--- config.mk ---
export PLATFORM = sky130hd
export DESIGN_NAME = aes_round_ctrl
export DESIGN_NICKNAME = d
export VERILOG_FILES = /design/src/rtl/aes_round_ctrl.sv
export SDC_FILE = /design/constraint.sdc
export NUM_CORES = 1
export LEC_CHECK = 0
export ABC_AREA = 1
export ABC_CLOCK_PERIOD_IN_PS = 3200
export CORE_AREA = 2 2 408 410
export CTS_CLUSTER_DIAMETER = 40
export CTS_CLUSTER_SIZE = 20
export DETAILED_ROUTE_END_ITERATION = 8
export DIE_AREA = 0 0 410 412
export SETUP_SLACK_MARGIN = 0.2
export SLEW_MARGIN = 20
export SYNTH_ARGS = -nofsm -noshare
export SYNTH_HDL_FRONTEND = slang
export SYNTH_SLANG_ARGS = --single-unit
--- constraint.sdc ---
create_clock -name clk -period 3.2 [get_ports clk]
set_clock_uncertainty 0.1 [all_clocks]
set_input_delay 0.64 -clock clk [delete_from_list [all_inputs] [get_ports clk]]
set_output_delay 0.64 -clock clk [all_outputs]
set_load 0.005 [all_outputs]
--- src/rtl/aes_round_ctrl.sv ---
// ============================================================================
// aes_round_ctrl : AES-128 round sequencer driving external round/key datapaths
// Rev 1.0
// ============================================================================
`default_nettype none

module aes_round_ctrl (
    input  logic         clk,
    input  logic         rst_n,
    input  logic         in_valid,
    output logic         in_ready,
    input  logic [127:0] in_data,
    input  logic [127:0] in_key,
    output logic         out_valid,
    input  logic         out_ready,
    output logic [127:0] out_data,
    output logic         busy,
    output logic [127:0] dp_state,
    output logic [127:0] dp_key,
    output logic         dp_final,
    input  logic [127:0] dp_result,
    output logic [127:0] kg_key,
    output logic [3:0]   kg_round,
    input  logic [127:0] kg_next
);

    localparam logic [3:0] C_LAST_ROUND = 4'd10;

    typedef enum logic [1:0] {
        S_IDLE  = 2'd0,
        S_ROUND = 2'd1,
        S_DONE  = 2'd2
    } fsm_t;

    fsm_t         fsm_q;
    logic [127:0] state_reg_q;
    logic [127:0] key_reg_q;
    logic [3:0]   round_q;

    logic         w_in_round;
    logic         w_in_done;

    always_ff @(posedge clk) begin
        if (!rst_n) begin
            fsm_q       <= S_IDLE;
            state_reg_q <= '0;
            key_reg_q   <= '0;
            round_q     <= '0;
        end else begin
            case (fsm_q)
                S_IDLE: begin
                    if (in_valid) begin
                        state_reg_q <= in_data ^ in_key;
                        key_reg_q   <= in_key;
                        round_q     <= 4'd1;
                        fsm_q       <= S_ROUND;
                    end
                end
                S_ROUND: begin
                    state_reg_q <= dp_result;
                    key_reg_q   <= kg_next;
                    // round saturates at 10; DONE keeps it until the handshake
                    if (round_q == C_LAST_ROUND) begin
                        fsm_q <= S_DONE;
                    end else begin
                        round_q <= round_q + 4'd1;
                    end
                end
                S_DONE: begin
                    if (out_ready) begin
                        fsm_q   <= S_IDLE;
                        round_q <= '0;
                    end
                end
                default: begin
                    fsm_q <= S_IDLE;
                end
            endcase
        end
    end

    // Every output is gated by rst_n so the block is silent while reset is held
    assign w_in_round = rst_n && (fsm_q == S_ROUND);
    assign w_in_done  = rst_n && (fsm_q == S_DONE);

    assign in_ready  = rst_n && (fsm_q == S_IDLE);
    assign out_valid = w_in_done;
    assign out_data  = w_in_done ? state_reg_q : '0;
    assign busy      = w_in_round || w_in_done;

    assign dp_state  = w_in_round ? state_reg_q : '0;
    assign dp_key    = w_in_round ? kg_next     : '0;
    assign dp_final  = w_in_round && (round_q == C_LAST_ROUND);
    assign kg_key    = w_in_round ? key_reg_q   : '0;
    assign kg_round  = w_in_round ? round_q     : 4'd0;

endmodule

`default_nettype wire
==> flow_metrics.tcl <==
set metrics [dict create \
    avgViaCountPerCell 3.82 \
    wl_per_cell_um 23.4 \
    dieArea_um2 169000 \
    synth_edf_count 0 \
    drt_iter0_markers 2081 \
    synth.net_count 3104 \
    slew_viol_final 0 \
    totalWireLength_mm 138 \
    grt.total_usage_pct 15.1 \
    clock.fmax_mhz 318 \
    clockBufferDepth 3 \
    drc_errors 0 \
    cts_tree "done" \
    dr.pass1.iters 6 \
    gp_congestion 0.985 \
    rsz0062_at_grt "true" \
    critical_path_class "reg -> out" \
    overflow 0 \
    powerDensity_nw_per_um2 852 \
    netlist.area_leader.share_pct 33.6 \
    rows 149 \
    fin_area_um2 33800 \
    dp.cells 5682 \
    htree_num_levels 3 \
    yosysWarnings 0 \
    required_ns 2.46 \
    cts.sinks 262 \
    vias 22500 \
    antenna_found_initial 45 \
    cts_buffers 70 \
    setup_viol 0 \
    status "finished, final reports clean" \
    syn2layout_area_growth_pct 117 \
    io_pins 1036 \
    placed_area_um2 29200 \
    p_leak_nw 16.9 \
    tightest_slew_ns 0.882 \
    synth_most_common_cell "nor2_1" \
    fin_crit_sh_pct 98.1 \
    fillers 18300 \
    fp.dieH_um 412 \
    cp_max_fo 10 \
    endpoint_kind "output port" \
    grt_pass1_vias 20300 \
    final_cells 5891 \
    nets 4165 \
    hold_class "reg -> reg" \
    synth_commonest_cells "nor2_1 (525), a21oi_1 (517), inv_1 (399)" \
    max-vdd-ir-drop_uv 532 \
    crit_path_start_kind "register" \
    maxSlewHeadroom_pct 41.2 \
    io_buffers 1035 \
    hpwl_mm 107 \
    async_flop_share_pct 0 \
    synthTopCellsByArea "dfxtp_1 (34%), a21oi_1 (17%), nor2_1 (13%)" \
    core_um2 164000 \
    finalCriticalPeriod_ns 3.14 \
    start_util_pct 9.50 \
    finalHoldViolations 0 \
    multiInputGateArea_um2 8650 \
    detail-route-antenna-nets 0 \
    die_w_um 410 \
    ys_seq_elements 262 \
    finalPower_w 0.0288 \
    drive_above_1_share_pct 17.9 \
    clk_pin_slew_ns 0.04 \
    syn-instance-count 2581 \
    root_buffer "clkbuf_16" \
    synth_area_um2 15600 \
    cap_violations 0 \
    clk_latency_ns 0.63 \
    grt_pass1_wl_mm 175 \
    yosysUniqueCellTypes 20 \
    cp.arrival_ns 2.40 \
    ys_seq_area_share_pct 33.6 \
    holdWs_ns 0.346 \
    ff_latch_area_um2 5250 \
    synth_flop_cell "dfxtp_1" \
    synth_area_leader_cell "dfxtp_1" \
    synth.avg_cell_area_um2 6.04 \
    grt_max_degree 134 \
]
## layer usage
metal | track usage, % | part of all wire [%] | vias to the layer above
li1 | - | - | 10400
met1 | 18.7 | 40 | 10500
met2 | 24.9 | 47 | 1284
met3 | 4.13 | 8.8 | 278
met4 | 5.49 | 4.1 | 2
met5 | 0 | 0.0094 | -
## final cells by class
type | instances | share of cell area, %
timing repair buffer | 1188 | 38.6
clock buffer | 83 | 5.66
tap | 2189 | 8.10
sequential | 262 | 15.5
inverter | 400 | 4.49
multi-input combinational | 1720 | 25.6
antenna | 4 | 0.0296
clock inverter | 45 | 2.02
## worst max-delay path, cell delays in order, from the launching register on
cell,delay (ns)
dfxtp_4,0.36
inv_4,0.07
ha_4,0.17
nand2_8,0.09
buf_12,0.17
buf_16,0.16
buf_6,0.15
nor2_1,0.10
clkdlybuf4s50_1,0.51
## sequential cells by signal, indices dropped and copies added (netlist names)
name	count
state_reg_q	128
round_q	4
fsm_q	2
key_reg_q	128
## per-stage QoR
stage | TNS (ns) | worst slack (ns) | util (%)
2_1_floorplan | 0 | 0.967 | -
3_3_place_gp | -0.0335 | -0.0335 | 17.8
3_5_place_dp | -0.0132 | -0.0132 | 17.8
4_1_cts | -2.13 | -0.0618 | 19.8
5_1_grt | -0.0361 | -0.0361 | 20.6
6_report | 0 | 0.0600 | 20.6
## worst paths after layout
| check | startpoint | to | slack, ns | cells after the start |
|---|---|---|---|---|
| worst min-delay path | key_reg_q[77]$_SDFFE_PN0P_ | key_reg_q[77]$_SDFFE_PN0P_ | 0.35 | 2 |
| worst max register to register | fsm_q[1]$_SDFFE_PN0P_ | fsm_q[0]$_SDFFE_PN0P_ | 0.44 | 9 |
| worst max-delay path | fsm_q[1]$_SDFFE_PN0P_ | dp_state[109] | 0.06 | 8 |
| worst min register to register | key_reg_q[77]$_SDFFE_PN0P_ | key_reg_q[77]$_SDFFE_PN0P_ | 0.35 | 2 |
## cell usage in the layout, fill, tap and decap left out, types with 2 or more instances in the layout
cell and n:
nor2_4 73, clkbuf_16 79, nand3_1 8, clkdlybuf4s50_1 527, dfxtp_4 2, nand4_1 2, dfxtp_1 260, buf_16 20
clkbuf_2 65, buf_4 85, inv_6 6, clkinvlp_4 9, buf_8 6, inv_4 2, nand2_8 2, ha_4 3
ha_1 4, o21ai_1 120, nor2_1 375, a21oi_1 517, dlymetal6s2s_1 179, clkbuf_1 4, nor2_2 77, o21ai_0 393
clkdlybuf4s15_1 7, buf_12 104, clkbuf_8 7, diode_2 4, clkinv_2 13, nand2_1 144, buf_2 48, bufinv_16 16
inv_1 396, clkdlybuf4s15_2 8, buf_6 32, dlygate4sd2_1 99
## power by group
| group | total, W | switching, W | leakage, nW | internal (W) |
|---|---|---|---|---|
| Sequential | 0.00568 | 0.000669 | 2.18 | 0.00501 |
| Combinational | 0.0151 | 0.00969 | 13.5 | 0.00541 |
| Clock | 0.00804 | 0.00250 | 1.25 | 0.00554 |
## cell families after synthesis
| logic type | synth area share, % |
|---|---|
| and+or+nand+nor | 16.5 |
| AOI/OAI and AO/OA | 33.1 |
| adders and majority gates | 0.561 |
| DFF | 33.6 |
| buffers and inverters | 16.1 |
## what timing repair did
action                                  4_1_cts  5_1_grt
buffers inserted                             22       34
hold endpoints to repair                      0        0
pin swaps                                     6       13
gates resized for setup                     411      662
endpoints found under the setup margin      517      398
hold buffers                                  0        0
cloned                                       13        8
(Power assumes the default switching activity.)
==> RTL change 1: new RTL, same settings <==
Reset style: asynchronous (`rst_n`), changed in one clocked block.
--- a/src/rtl/aes_round_ctrl.sv
+++ b/src/rtl/aes_round_ctrl.sv
@@ -41,5 +41,5 @@
     logic         w_in_done;
 
-    always_ff @(posedge clk) begin
+    always_ff @(posedge clk or negedge rst_n) begin
         if (!rst_n) begin
             fsm_q       <= S_IDLE;
Check against the original RTL: not settled (the Yosys comparison gave no result); the edit may change what the design does.
==> RTL change 1 against the original RTL <==
Setup slack improved by 110 ps; synthesized area rose by 12%; sequential cell count did not move; final area rose by 9.0%; synthesized cell count rose by 8.9%; critical endpoint is now dp_key[16]; sequential power rose by 0.7%; non-clock buffer count rose by 19; critical path type unchanged; cell count rose by 5.2%; utilization rose by 1.9 points; power rose by 9.2%; routed wire length rose by 18%; largest power group unchanged.
==> RTL change 1: results (changes against the original RTL) <==
stage;metric;value;unit;change
place;dpl hpwl;129.0;mm;was 106.7 mm
critical_path;Worst R2R Path Depth;7;;was 9
clock_network;CTS Root Buffer Type;clkbuf_16;;unchanged
yosys;Seq/Total Area, Yosys;37.42;%;was 33.62%
timing;worst-margin pin slew;995.1;ps;was 882.0 ps
critical_path;reg-to-reg critical path endpoint;state_reg_q[106];;was fsm_q[0]
critical_path;crit path DAT;2290;ps;was 2400 ps
grt;vias in the first global route;22883;;was 20.35k
yosys;synth warn;0;;unchanged
status;status;finished clean;;unchanged
worst_hold_path;HP Class;in -> async;;was reg -> reg
detailed_routing;DR pass1 iterations;5;;was 6
finish;Layout Nets;4448;;was 4165
finish;Top Registers;key_reg_q x128, state_reg_q x128, round_q x4;;unchanged
detailed_routing;total vias in the final route;23998;;was 22.53k
place;Placed Area;31470;um2;was 29230 um2
critical_path;crit path from;fsm_q[1];;unchanged
critical_path;max incr delay on CP;380;ps;was 510 ps
detailed_routing;drt initial violations;2195;;was 2081
finish;layout cells sized above 1;23.26;%;was 17.90%
grt;initial antenna violation count;56;;was 45
yosys;Post-Syn Nets;3333;;was 3104
clock_network;CTS H-tree lvls;3;;unchanged
finish;Fillers;18177;;was 18.32k
grt;GRT Total Usage;18.29;%;was 15.08%
yosys;most frequent cells after synthesis;inv_1 (656), nor2_1 (650), nand2_1 (541);;was nor2_1 (525), a21oi_1 (517), inv_1 (399)
clock_network;Clock Tree Buf Depth;3;;unchanged
place;final weighted congestion of routability-driven global placement;0.9750;;was 0.9849
place;number of port buffers;1035;;unchanged
critical_path;reg2reg setup slack;760;ps;was 440 ps
clock_network;CTS clk-pin slew, worst paths;50;ps;
clock_network;Skew-Pair Late Insertion Delay;650;ps;was 630 ps
finish;Multi-input gate area;9164;um2;was 8648 um2
power_and_ir_drop;Static Leak;0.01810;uW;was 0.01690 uW
yosys;ys async rst share;100.0;%;was 0%
finish;Final Instance Area;36840;um2;was 33800 um2
timing;final hold slack;95.25;ps;was 346.4 ps
yosys;ranking of synthesized cells by area;dfrtp_1 (37%), inv_1 (14%), nor2_1 (14%);;was dfxtp_1 (34%), a21oi_1 (17%), nor2_1 (13%)
detailed_routing;Final ANT Viol Nets;0;;unchanged
power_and_ir_drop;worst vdd rail ir drop;0.7989;mV;was 0.5321 mV
critical_path;critical path's slowest cell;dfrtp_1;;was clkdlybuf4s50_1
critical_path;crit path max fanout;8;;was 10
grt;pin count of the biggest net entering global routing;147;;was 134
critical_path;r2r startpoint;fsm_q[0];;was fsm_q[1]
power_and_ir_drop;Psw;14060;uW;was 12850 uW
clock_network;total CTS buffers;76;;was 70
grt;first-pass GRT wire length;207.6;mm;was 175.5 mm
detailed_routing;Routed WL;162.8;mm;was 137.6 mm
yosys;count of different cell masters after synthesis;20;;unchanged
RTL change 1: worst max-delay path, delay by kind of cell (launching register included):
| kind | cells | cell delay, ps |
|---|---|---|
| and+or+nand+nor | 2 | 430 |
| buffers and inverters | 4 | 610 |
| DFF | 1 | 380 |
| adders and majority gates | 1 | 160 |
RTL change 1: power groups by stage:
| stage | clock network (uW) | logic, uW | registers [uW] |
|---|---|---|---|
| 2_1_floorplan | 0 | 6730 | 5560 |
| 3_3_place_gp | 0 | 15000 | 5680 |
| 3_5_place_dp | 0 | 15100 | 5740 |
| 4_1_cts | 8640 | 16700 | 5700 |
| 5_1_grt | 8800 | 18600 | 5890 |
| 6_report | 8450 | 17300 | 5720 |
RTL change 1: stage by stage:
step	worst slack [ps]	instances
floorplan	1077	2810
global placement	124.9	5917
detailed placement	116.1	5917
CTS	-57.67	6148
global route	63.78	6185
finish	171.1	6199
RTL change 1: cell type report:
type	instances	area share, %
Timing Repair Buffer	1207	35.46
Multi-Input combinational cell	1722	24.87
Sequential cell	262	17.80
Tap cell	2189	7.434
Inverter	656	6.708
Clock buffer	96	5.696
Clock inverter	42	1.861
Antenna cell	25	0.1698
RTL change 1: kinds of logic (layout without fill, tap and decap cells):
group                      Yosys count  after routing  share of synthesized area, %
DFF                                262            262                         37.42
buffers and inverters              826           2001                         18.79
AOI/OAI and AO/OA                  387            387                         13.80
adders and majority gates            7              7                        0.4999
other                                0             25                             0
and+or+nand+nor                   1328           1328                         29.49
RTL change 1: worst max path at each step:
stage                    endpoint  depth (start not counted)
floorplan             kg_key[121]                          7
global placement      dp_key[125]                          6
detailed placement    dp_key[125]                          6
CTS                    dp_key[33]                          7
global route        dp_state[125]                         10
finish                 dp_key[16]                          7
RTL change 1: timing repair:
item | 4_1_cts | 5_1_grt
hold buffers | 1 | 0
gates cloned | 25 | 9
resized for setup | 978 | 524
setup buffers | 67 | 17
pin swaps | 16 | 20
setup endpoints to repair | 483 | 320
hold endpoints to repair | 6 | 0
RTL change 1: routing by layer:
layer,track usage [%],vias to the layer above,wire (um)
met5,0,-,235
met4,7.936,32,7448
met3,6.996,284,16830
met2,29.54,1340,75150
met1,21.50,11552,63180
li1,-,10790,-
==> RTL change 2: new RTL, same flow settings <==
Without the edit above. Register the input `in_key` before use, with the module's reset. The logic sees it one clock later. The other inputs are not delayed to match.
--- a/src/rtl/aes_round_ctrl.sv
+++ b/src/rtl/aes_round_ctrl.sv
@@ -33,4 +33,14 @@
     } fsm_t;
 
+    logic [127:0] in_key_q;
+
+    always_ff @(posedge clk) begin
+        if (!rst_n) begin
+            in_key_q <= '0;
+        end else begin
+            in_key_q <= in_key;
+        end
+    end
+
     fsm_t         fsm_q;
     logic [127:0] state_reg_q;
@@ -51,6 +61,6 @@
                 S_IDLE: begin
                     if (in_valid) begin
-                        state_reg_q <= in_data ^ in_key;
-                        key_reg_q   <= in_key;
+                        state_reg_q <= in_data ^ in_key_q;
+                        key_reg_q   <= in_key_q;
                         round_q     <= 4'd1;
                         fsm_q       <= S_ROUND;
Function: changed (a bounded check fails within 4 cycles, from zero or initial values and one cycle with rst_n low).
==> RTL change 2 against the original RTL <==
The flow now finishes with violations (negative setup slack); utilization grew 4.2 points; sequential cell count rose by 128; non-clock buffer count grew 250; synthesized area rose by 19%; setup slack worse by 96 ps; final area rose by 20%; sequential share of layout area increased by 3.7 points; routed wire length is 1.0% higher; critical endpoint is now dp_key[9]; cell count rose by 9.1%; register-to-register slack lost 210 ps; via count increased by 15%; first-iteration DRC count grew 23%.
Power is not compared: it rests on default switching activity, and its combinational part moved more than twofold at a synthesized area within 25%.
==> RTL change 2: results (changes against the original RTL) <==
stage;metric;value;unit;change
clock_network;setup bufs post-CTS;98;;was 22
critical_path;reg-to-reg critical path endpoint;state_reg_q[127];;was fsm_q[0]
yosys;most frequent cells after synthesis;nor2_1 (527), nand2_1 (405), inv_1 (398);;was nor2_1 (525), a21oi_1 (517), inv_1 (399)
grt;vias in the first global route;23164;;was 20.35k
timing;TNS Setup;-174.9;ps;was 0 ps
timing;fin worst setup slack;-36.27;ps;was 59.96 ps
detailed_routing;vias per std cell;4.034;;was 3.824
detailed_routing;Post-Route M1 WL;58.37;mm;was 55.48 mm
grt;met2 Resource Use GR;21.53;%;was 24.89%
clock_network;cells resized by post-CTS repair;777;;was 411
finish;multi-input gate share of total cell area;25.47;%;was 25.59%
clock_network;total CTS buffers;84;;was 70
critical_path;Worst R2R Path Depth;16;;was 9
grt;first-pass GRT wire length;171.3;mm;was 175.5 mm
place;Placed Area;31730;um2;was 29230 um2
status;failing checks;negative setup slack;;
finish;ANT cells;8;;was 4
yosys;syn avg cell area;6.504;um2;was 6.044 um2
grt;pin count of the biggest net entering global routing;190;;was 134
detailed_routing;met2 wire len;61.48;mm;was 64.35 mm
yosys;count of different cell masters after synthesis;17;;was 20
finish;layout cells sized above 1;26.84;%;was 17.90%
yosys;ranking of synthesized cells by area;dfxtp_1 (42%), nor2_1 (11%), a21oi_1 (10%);;was dfxtp_1 (34%), a21oi_1 (17%), nor2_1 (13%)
critical_path;crit path DAT;2500;ps;was 2400 ps
finish;Data buffer area share;37.43;%;was 38.57%
detailed_routing;drt initial violations;2555;;was 2081
place;final weighted congestion of routability-driven global placement;0.9464;;was 0.9849
yosys;synthesized flop and latch total;390;;was 262
grt;GR Layer Usage met3;3.856;%;was 4.131%
timing;final hold slack;390.2;ps;was 346.4 ps
grt;initial antenna violation count;16;;was 45
status;status;finished with violations;;was finished clean
finish;Layout Nets;4687;;was 4165
critical_path;critical path's slowest cell;dfxtp_4;;was clkdlybuf4s50_1
timing;Setup-failing EPs final;11;;was 0
finish;Top Registers;in_key_q x128, key_reg_q x128, state_reg_q x128;;was key_reg_q x128, state_reg_q x128, round_q x4
yosys;Seq/Total Area, Yosys;42.06;%;was 33.62%
grt;GRT met1 Usage;18.73;%;was 18.68%
place;placed instance count;5952;;was 5682
detailed_routing;Routed WL;139.0;mm;was 137.6 mm
## RTL change 2: changes by cell type after synthesis, sizes merged
cell | unedited run | this run
o21ai | 514 | 386
buf | 87 | 112
a21oi | 517 | 388
nand3b | 1 | 0
dfxtp | 262 | 390
nor2 | 525 | 527
clkbuf | 112 | 102
nand2 | 146 | 405
a31oi | 0 | 128
ha | 7 | 6
## RTL change 2: logic make-up after synthesis
group                    share of synthesized area [%]
AND/OR/NAND/NOR                                  19.13
adder cells (fa/ha/maj)                         0.4044
AO/OA/AOI/OAI                                    25.24
buffers and inverters                            13.16
flip-flops                                       42.06
## RTL change 2: worst max-delay path by stage
stage	endpoint	slack (ps)	cells past startpoint	from
final	dp_key[9]	-40	13	fsm_q[1]
after global routing	dp_key[9]	-170	13	fsm_q[1]
after CTS	kg_key[110]	-180	7	fsm_q[1]
after detailed placement	dp_key[6]	320	7	fsm_q[1]
after global placement	dp_key[6]	360	7	fsm_q[1]
after floorplan	busy	940	5	rst_n
